===== config.mk =====
export PLATFORM = sky130hd
export DESIGN_NAME = l2_arbiter
export DESIGN_NICKNAME = d
export VERILOG_FILES = /design/src/rtl/l2_arb_pkg.sv /design/src/rtl/rr_pick_2.sv /design/src/rtl/l2_arbiter.sv
export SDC_FILE = /design/constraint.sdc
export NUM_CORES = 1
export LEC_CHECK = 0
export CAP_MARGIN = 25
export CORE_AREA = 2 2 635 637
export DETAILED_ROUTE_END_ITERATION = 7
export DIE_AREA = 0 0 637 639
export GPL_TIMING_DRIVEN = 0
export PLACE_DENSITY_LB_ADDON = 0.08
export SLEW_MARGIN = 15
export SYNTH_ARGS = -nofsm -noshare
export SYNTH_HDL_FRONTEND = slang
export SYNTH_SLANG_ARGS = --single-unit

===== constraint.sdc =====
create_clock -name clk -period 1.65 [get_ports clk]
set_clock_uncertainty 0.2 [all_clocks]
set_input_delay 0.2475 -clock clk [delete_from_list [all_inputs] [get_ports clk]]
set_output_delay 0.2475 -clock clk [all_outputs]
set_load 0.01 [all_outputs]

===== src/rtl/l2_arb_pkg.sv =====
// Shared types and default widths for the L1-to-L2 port arbiter.
package l2_arb_pkg;

  localparam int unsigned DEFAULT_ADDR_WIDTH = 32;
  localparam int unsigned DEFAULT_LINE_WIDTH = 256;

  typedef enum logic [1:0] {
    IDLE,
    SERVE_I,
    SERVE_D
  } arb_state_t;

  typedef enum logic {
    REQ_I,
    REQ_D
  } requester_t;

endpackage


===== src/rtl/rr_pick_2.sv =====
// Two-way round-robin chooser: on a tie, the requester that was not granted last wins.
module rr_pick_2
  import l2_arb_pkg::*;
(
  input  logic       req_i,
  input  logic       req_d,
  input  requester_t last_grant,
  output requester_t grant,
  output logic       valid
);

  always_comb begin
    grant = REQ_I;
    valid = req_i | req_d;
    if (req_i && req_d) begin
      grant = (last_grant == REQ_I) ? REQ_D : REQ_I;
    end else if (req_d) begin
      grant = REQ_D;
    end
  end

endmodule


===== src/rtl/l2_arbiter.sv =====
// Shares the single L2 port between the L1 I-cache and D-cache; one transaction
// is granted at a time and held until the L2 responds or the requester drops.
module l2_arbiter
  import l2_arb_pkg::*;
#(
  parameter int unsigned ADDR_WIDTH = DEFAULT_ADDR_WIDTH,
  parameter int unsigned LINE_WIDTH = DEFAULT_LINE_WIDTH
) (
  input  logic                  clk,
  input  logic                  reset,

  input  logic                  i_mem_read,
  input  logic                  i_mem_write,
  input  logic [ADDR_WIDTH-1:0] i_mem_address,
  input  logic [LINE_WIDTH-1:0] i_mem_wdata,
  output logic [LINE_WIDTH-1:0] i_mem_rdata,
  output logic                  i_mem_resp,

  input  logic                  d_mem_read,
  input  logic                  d_mem_write,
  input  logic [ADDR_WIDTH-1:0] d_mem_address,
  input  logic [LINE_WIDTH-1:0] d_mem_wdata,
  output logic [LINE_WIDTH-1:0] d_mem_rdata,
  output logic                  d_mem_resp,

  output logic                  l2_mem_read,
  output logic                  l2_mem_write,
  output logic [ADDR_WIDTH-1:0] l2_mem_address,
  output logic [LINE_WIDTH-1:0] l2_mem_wdata,
  input  logic [LINE_WIDTH-1:0] l2_mem_rdata,
  input  logic                  l2_mem_resp
);

  arb_state_t state;
  requester_t last_grant;
  requester_t pick;
  logic       pick_valid;
  logic       req_i;
  logic       req_d;

  assign req_i = i_mem_read | i_mem_write;
  assign req_d = d_mem_read | d_mem_write;

  rr_pick_2 u_pick (
    .req_i      (req_i),
    .req_d      (req_d),
    .last_grant (last_grant),
    .grant      (pick),
    .valid      (pick_valid)
  );

  // Every exit from a SERVE state passes through IDLE, so the L2 always sees
  // its request drop between transactions. Aborts keep the old priority.
  always_ff @(posedge clk or posedge reset) begin
    if (reset) begin
      state      <= IDLE;
      last_grant <= REQ_D;
    end else begin
      case (state)
        IDLE: begin
          if (pick_valid) begin
            state <= (pick == REQ_I) ? SERVE_I : SERVE_D;
          end
        end
        SERVE_I: begin
          if (l2_mem_resp) begin
            state      <= IDLE;
            last_grant <= REQ_I;
          end else if (!req_i) begin
            state <= IDLE;
          end
        end
        SERVE_D: begin
          if (l2_mem_resp) begin
            state      <= IDLE;
            last_grant <= REQ_D;
          end else if (!req_d) begin
            state <= IDLE;
          end
        end
        default: state <= IDLE;
      endcase
    end
  end

  // Datapath mux keyed on the registered grant; the idle side sees zeros.
  always_comb begin
    l2_mem_read    = 1'b0;
    l2_mem_write   = 1'b0;
    l2_mem_address = '0;
    l2_mem_wdata   = '0;
    i_mem_rdata    = '0;
    i_mem_resp     = 1'b0;
    d_mem_rdata    = '0;
    d_mem_resp     = 1'b0;
    case (state)
      SERVE_I: begin
        l2_mem_read    = i_mem_read;
        l2_mem_write   = i_mem_write;
        l2_mem_address = i_mem_address;
        l2_mem_wdata   = i_mem_wdata;
        i_mem_rdata    = l2_mem_rdata;
        i_mem_resp     = l2_mem_resp;
      end
      SERVE_D: begin
        l2_mem_read    = d_mem_read;
        l2_mem_write   = d_mem_write;
        l2_mem_address = d_mem_address;
        l2_mem_wdata   = d_mem_wdata;
        d_mem_rdata    = l2_mem_rdata;
        d_mem_resp     = l2_mem_resp;
      end
      default: ;
    endcase
  end

endmodule


==> out/metrics.yaml, run 1 <==
timing:
  slew_viol_final: 0
  period_share_pct: 173
  setup_viol: 807
  rsz0062_at_grt: "true"
  slew_headroom_pct: 56.8
  min_period_ns: 2.86
  worst_pin_slew_ns: 0.646
  setup_tns_ns: -760.19
  fin_hold_ws_ns: 0.0350
  hold_violations: 0
  worst_slack_ns: -1.21
  fmax_mhz: 349
route:
  wl_per_cell_um: 36.1
  antenna_left: 0
  first_pass_iters: 4
  vias_per_cell: 2.19
  via_count: 18340
  routed_wl_mm: 302
  drc: 0
  drtIter0Drc: 758
clocking:
  hold_buffers: 0
  path_clk_slew_ns: 0.03
  clock_latency_ns: 0.22
  cts_buffer_depth: 2
  cts_buffers: 3
  root_buffer: "clkbuf_16"
  htree_levels: 1
  cts_num_sinks: 3
  cts_tree: "done"
pwr:
  vdd_drop_max_v: 0.000403
  cellLeakagePower_nw: 13.5
  totalPowerFinal_mw: 49.7
  p_per_area_nw_per_um2: 1370
finish:
  multi_input_area_um2: 9150
  area_delta_synth_final_pct: 348
  fin_nets: 3862
  drive_above_1_share_pct: 32.1
  final_cells: 8370
  utilization_pct: 9.02
  seq_area_um2: 78.8
  fillCellCount: 46686
  design_area_um2: 36100
die:
  die_y_um: 639
  placementRows: 233
  coreArea_um2: 401000
  io_pins: 1643
  dieArea_um2: 407000
  initial_core_util_pct: 2.01
  fp.dieW_um: 637
critical_path:
  worst_setup_path_end_kind: "primary output"
  critical_path_class: "reg2out"
  required_ns: 1.20
  start_kind: "flip-flop"
  crit_arrival_ns: 2.41
  critPathMaxFanout: 7
synth:
  synth_top_family_by_area: "simple AND/OR/NAND/NOR gates"
  syn_avg_cell_area_um2: 6.35
  synth.yosys.warnings: 0
  syn_area_um2: 8070
  synth_mux_area_share_pct: 0.248
  ys_ff_latch: 3
  synth_xor_area_share_pct: 0
  synth_fp_nets: 2114
  synth_compound_area_share_pct: 27.3
  synthSimpleGateAreaFrac_pct: 62.8
  synth_cell_types: 17
  ys_seq_area_share_pct: 0.946
  synthAdderAreaFrac_pct: 0.620
  synthCells: 1271
run_status:
  violations: "setup timing"
  outcome: "finished with violations"
place:
  place_inst: 8206
  numPortBuffers: 1642
  dp_hpwl_mm: 285
  dpl_cell_area_um2: 32300
  dp_worst_setup_slack_ns: -3.02
  gp_congestion: 0.884
global_route:
  antenna_found_initial: 251
  grt.overflow.total: 0
  grt_pass1_vias: 19182
  grt_max_degree: 11
  grt_pass1_wl_mm: 348
  track_usage_pct: 14.2
run:
  cap_violations: 0
hold_path:
  hold_class: "in2async"
## layout make-up
| type | count | share of cell area [%] |
|---|---|---|
| inverter | 4 | 0.0554 |
| clock buffer | 4 | 0.218 |
| timing repair buffer | 1749 | 49.5 |
| tap | 5287 | 18.3 |
| sequential | 3 | 0.218 |
| antenna | 65 | 0.450 |
| buffer | 147 | 5.98 |
| multi-input combinational | 1111 | 25.3 |
## routing by layer
layer	share of wire [%]	track usage [%]
met5	0.14	0
met4	1.4	0.955
met3	12	7.37
met2	53	27.5
met1	34	13.8
## state kept, by name, indices dropped and copies added (netlist names)
register    flops
last_grant      1
state           2
## path summary, 6_finish.rpt
| check | start | end | slack, ns | depth (start not counted) |
|---|---|---|---|---|
| min reg2reg | last_grant | last_grant | 0.31 | 2 |
| max reg2reg | state[1] | last_grant | -0.33 | 9 |
| max in group asynchronous | reset | last_grant | 0.98 | 2 |
| min | reset | state[1] | 0.04 | 2 |
| min in group clk | last_grant | last_grant | 0.31 | 2 |
| max | state[1] | l2_mem_wdata[115] | -1.21 | 13 |
## cell usage after synthesis
cell type,instances,area share [%]
a22oi_1,290,27
a311o_1,1,0.12
and2_1,514,40
buf_1,3,0.14
buf_2,50,3.1
clkbuf_1,100,4.7
dfrtp_1,2,0.62
dfstp_2,1,0.33
ha_1,4,0.62
inv_1,4,0.19
mux2i_1,2,0.25
nand2_1,2,0.093
nor2_1,3,0.14
nor2b_1,290,22
nor3b_1,2,0.19
o21a_1,1,0.093
o21ai_0,2,0.12
## cell usage in the layout (no fill, tap or decap), types with 2 or more instances in the layout
cell / count
clkdlybuf4s15_2: 7
and2_1: 500
clkbuf_2: 104
clkbuf_16: 24
clkbuf_8: 17
diode_2: 65
a22oi_1: 101
and2_4: 10
mux2i_1: 2
nand2_1: 2
buf_16: 16
nor2b_4: 53
nor2b_2: 156
dlygate4sd2_1: 17
inv_1: 2
nor2b_1: 81
nor3b_1: 2
buf_12: 63
dlymetal6s2s_1: 117
clkdlybuf4s50_1: 1212
nor2_1: 3
clkbuf_4: 24
dfrtp_2: 2
buf_6: 140
o21ai_0: 2
buf_8: 40
a22oi_2: 189
ha_4: 4
buf_2: 23
and2_2: 4
clkdlybuf4s15_1: 6
inv_4: 2
buf_4: 88
## power breakdown
part	internal, mW	leakage [nW]	switching, mW	total, mW
combinational	22.9	13.4	26.2	49.1
clock	0.319	0.0385	0.0674	0.386
sequential	0.121	0.0335	0.0424	0.163
## critical path: stages, from the launching register on
cell,delay [ns]
dfrtp_2,0.40
inv_4,0.05
ha_4,0.17
buf_16,0.17
buf_12,0.15
buf_6,0.11
buf_12,0.13
buf_8,0.12
buf_6,0.12
buf_8,0.13
buf_6,0.11
a22oi_2,0.23
nor2b_4,0.09
buf_12,0.15
## cell families (layout without fill, tap and decap cells)
kind of cell	Yosys count	after routing
and+or+nand+nor	811	811
muxes	2	2
buffers and inverters	157	1904
AOI/OAI and AO/OA	294	294
DFF	3	3
other	0	65
adders and majority gates	4	4
## timing repair
action | 4_1_cts | 5_1_grt
endpoints found under the setup margin | 807 | 807
endpoints found under the hold margin | 0 | 0
pin swaps | 59 | 40
setup buffers | 68 | 21
gates cloned | 12 | 5
gates resized for setup | 1343 | 926
Power figures use the tool's default switching activity.
==> inputs of run 2 (changes only) <==
--- a/config.mk
+++ b/config.mk
@@ -5,12 +5,14 @@
 export SDC_FILE = /design/constraint.sdc
 export NUM_CORES = 1
 export LEC_CHECK = 0
+export ABC_AREA = 1
 export CAP_MARGIN = 25
-export CORE_AREA = 2 2 635 637
+export CORE_AREA = 2 2 643 645
 export DETAILED_ROUTE_END_ITERATION = 7
-export DIE_AREA = 0 0 637 639
+export DIE_AREA = 0 0 645 647
 export GPL_TIMING_DRIVEN = 0
 export PLACE_DENSITY_LB_ADDON = 0.08
+export SKIP_LAST_GASP = 1
 export SLEW_MARGIN = 15
 export SYNTH_ARGS = -nofsm -noshare
 export SYNTH_HDL_FRONTEND = slang
==> out/metrics.yaml, run 2 <==
finish:
  layout_commonest_cell: "clkdlybuf4s50_1"
  largest_reg_flops: 2  # unchanged
  fin_nets: 4653  # +20%
  seq_area_um2: 77.6  # -1.6%
  reg_top3: "state x2, last_grant x1"
  area_delta_synth_final_pct: 315
  multi_input_area_um2: 7590  # -17%
  final_cell_mix: "clkdlybuf4s50_1, nand2_1, inv_1, dlymetal6s2s_1, a21oi_4"
  drive_above_1_share_pct: 18.6  # -13 points
  fillCellCount: 48603  # +4.1%
  max_flop_register: "state"
synth:
  syn_avg_cell_area_um2: 4.17  # -34%
  ys_seq_area_share_pct: 0.875  # -0.071 points
  ys_ff_latch: 3  # unchanged
  syn_area_um2: 8720  # +8.1%
  ys.flop_type: "dfrtp_1"
  yosysTopAreaCell: "nand2_1"
  synth_edf_count: 0  # unchanged
  ys_top_cells_by_area: "nand2_1, inv_1, a21oi_1, buf_2, buf_6"
  synth.yosys.warnings: 0  # unchanged
  synth_cell_types: 13  # -4
  synthCells: 2093  # +65%
  synth_top_area_share_pct: 47.7  # +7.8 points
  synth_fp_nets: 2936  # +39%
  ys_top_cells_by_count: "nand2_1, inv_1, a21oi_1"
  synthArstFlopShare_pct: 100  # unchanged
  synth.most_common_cell: "nand2_1"
clocking:
  cts_tree: "done"
  cts_buffer_depth: 2  # unchanged
  htree_levels: 1  # unchanged
  cts_num_sinks: 3  # unchanged
  clock_latency_ns: 0.22  # about the same
  root_buffer: "clkbuf_16"
  cts_buffers: 3  # unchanged
  path_clk_slew_ns: 0.03  # about the same
critical_path:
  crit_chain: "inv_2 > ha_1 > inv_1 > buf_12 > buf_12 > buf_12 > a21oi_2 > clkdlybuf4s15_2"
  ff2ff_setup_slack_ns: -0.21  # +0.12 ns
  worst_setup_path_end_kind: "primary output"
  ff2ff_path_depth: 10  # +1
  cp_slowest_stage_delay_ns: 0.48  # +0.08 ns
  critical_path_class: "reg2out"
  crit_arrival_ns: 2.37  # -0.04 ns
  required_ns: 1.20  # about the same
  r2r-end: "state[0]"
  critPathSlowestCell: "clkdlybuf4s15_2"
  rr_startpoint: "state[1]"
  start_kind: "flip-flop"
  path_common_cell: "buf_12"
  critPathMaxFanout: 11  # +4
timing:
  fin_hold_ws_ns: 0.00681  # -0.0282 ns
  rsz0062_at_grt: "true"
  period_share_pct: 171  # -2.5 points
  slew_headroom_pct: 57.7  # +0.86 points
  worst_pin_slew_ns: 0.633  # -0.0129 ns
  min_period_ns: 2.82  # -0.0411 ns
  setup_tns_ns: -752.71  # +7.48 ns
  hold_violations: 0  # unchanged
  slew_viol_final: 0  # unchanged
  fmax_mhz: 355  # +1.5%
  setup_viol: 807  # unchanged
  worst_slack_ns: -1.17  # +0.0411 ns
die:
  coreArea_um2: 411000  # +2.5%
  placementRows: 236  # +1.3%
  die_y_um: 647  # +1.3%
  initial_core_util_pct: 2.12  # +0.11 points
  fp.dieW_um: 645  # +1.3%
  io_pins: 1643  # unchanged
  dieArea_um2: 417000  # +2.5%
run_status:
  outcome: "finished with violations"
  violations: "setup timing"
pwr:
  totalPowerFinal_mw: 45.3  # -8.8%
  cellLeakagePower_nw: 18.5  # +37%
  vdd_drop_max_v: 0.000776  # +93%
  p_per_area_nw_per_um2: 1250  # -8.9%
global_route:
  track_usage_pct: 13.7  # -0.48 points
  grt_pass1_wl_mm: 347  # -0.24%
  grt_pass1_vias: 21327  # +11%
  grt.overflow.total: 0  # unchanged
  antenna_found_initial: 240  # -4.4%
  grt_max_degree: 11  # unchanged
route:
  antenna_left: 0  # unchanged
  wl_per_cell_um: 32.1  # -11%
  via_count: 20814  # +13%
  routed_wl_mm: 300  # -0.89%
  vias_per_cell: 2.23  # +1.7%
  drc: 0  # unchanged
  drtIter0Drc: 903  # +19%
  first_pass_iters: 7  # +3
hold_path:
  hold_class: "in2async"
place:
  dp_hpwl_mm: 281  # -1.4%
  gp_congestion: 0.865  # -2.2%
  numPortBuffers: 1642  # unchanged
run:
  cap_violations: 0  # unchanged
==> run 2: changes by cell type after synthesis, sizes merged, moves of 85 or more <==
| cell | change |
|---|---|
| nor2b | -290 |
| and2 | -514 |
| clkbuf | -85 |
| buf | +86 |
| nand2 | +1106 |
| a22oi | -290 |
| inv | +521 |
| a21oi | +291 |
==> run 2: worst max-delay path by stage <==
stage	from	cells past startpoint	to	slack, ns
final	state[0]	8	l2_mem_wdata[187]	-1.17
after global routing	state[1]	10	i_mem_rdata[118]	-1.25
after CTS	state[1]	9	l2_mem_wdata[129]	-1.45
after detailed placement	state[0]	7	l2_mem_address[22]	-2.30
after global placement	state[0]	7	d_mem_rdata[9]	-2.84
after floorplan	state[1]	7	l2_mem_address[11]	-0.12
==> run 2: final cells by class <==
cell class / instances / share of cell area (%)
repair buffers: 1713 / 48.5
multi-input cells: 1411 / 21.0
well taps: 5474 / 18.9
inverters: 525 / 5.45
plain buffers: 153 / 5.30
diodes: 60 / 0.415
clock buffers: 4 / 0.218
flip-flops and latches: 3 / 0.214
==> run 2: layer usage <==
layer | share of wire [%] | GRT usage [%]
met1 | 38 | 14.7
met2 | 50 | 25.0
met3 | 10 | 6.64
met4 | 1.7 | 1.36
met5 | 0.24 | 0
==> run 2: repair_timing <==
| action | 4_1_cts | 5_1_grt |
|---|---|---|
| gates resized for setup | 998 | 758 |
| hold buffers | 0 | 0 |
| gates cloned | 10 | 0 |
| pin swaps | 36 | 31 |
| setup endpoints to repair | 807 | 807 |
| buffers inserted | 50 | 11 |
==> run 2: cells by family after synthesis <==
family	count (synthesis)	synth area share (%)
simple gates	1116	48.1
fa+ha+maj	4	0.574
flops	3	0.875
buf+inv	679	33.8
compound gates	291	16.7
==> run 2: where the power goes <==
group	internal [mW]	switching, mW
logic	17.0	27.7
registers	0.119	0.0324
clock network	0.319	0.0685
total	17.5	27.8
==> run 2: metrics by stage <==
step / setup WS (ns) / instance area (um2) / cells / util, %
finish: -1.17 / 36200 / 9343 / 8.80
detailed placement: -2.30 / 33000 / 9210 / 8.02
global placement: -2.84 / 32900 / 9209 / 8.01
CTS: -1.45 / 35100 / 9274 / 8.53
floorplan: -0.124 / 9650 / 2093 / -
global route: -1.25 / 36100 / 9312 / 8.78
==> run 2: critical path, delay by kind of cell (launching register included) <==
| kind | cells | cell delay (ns) |
|---|---|---|
| adders and majority gates | 1 | 0.27 |
| DFF | 1 | 0.37 |
| buffers and inverters | 6 | 1.14 |
| AOI/OAI and AO/OA | 1 | 0.26 |
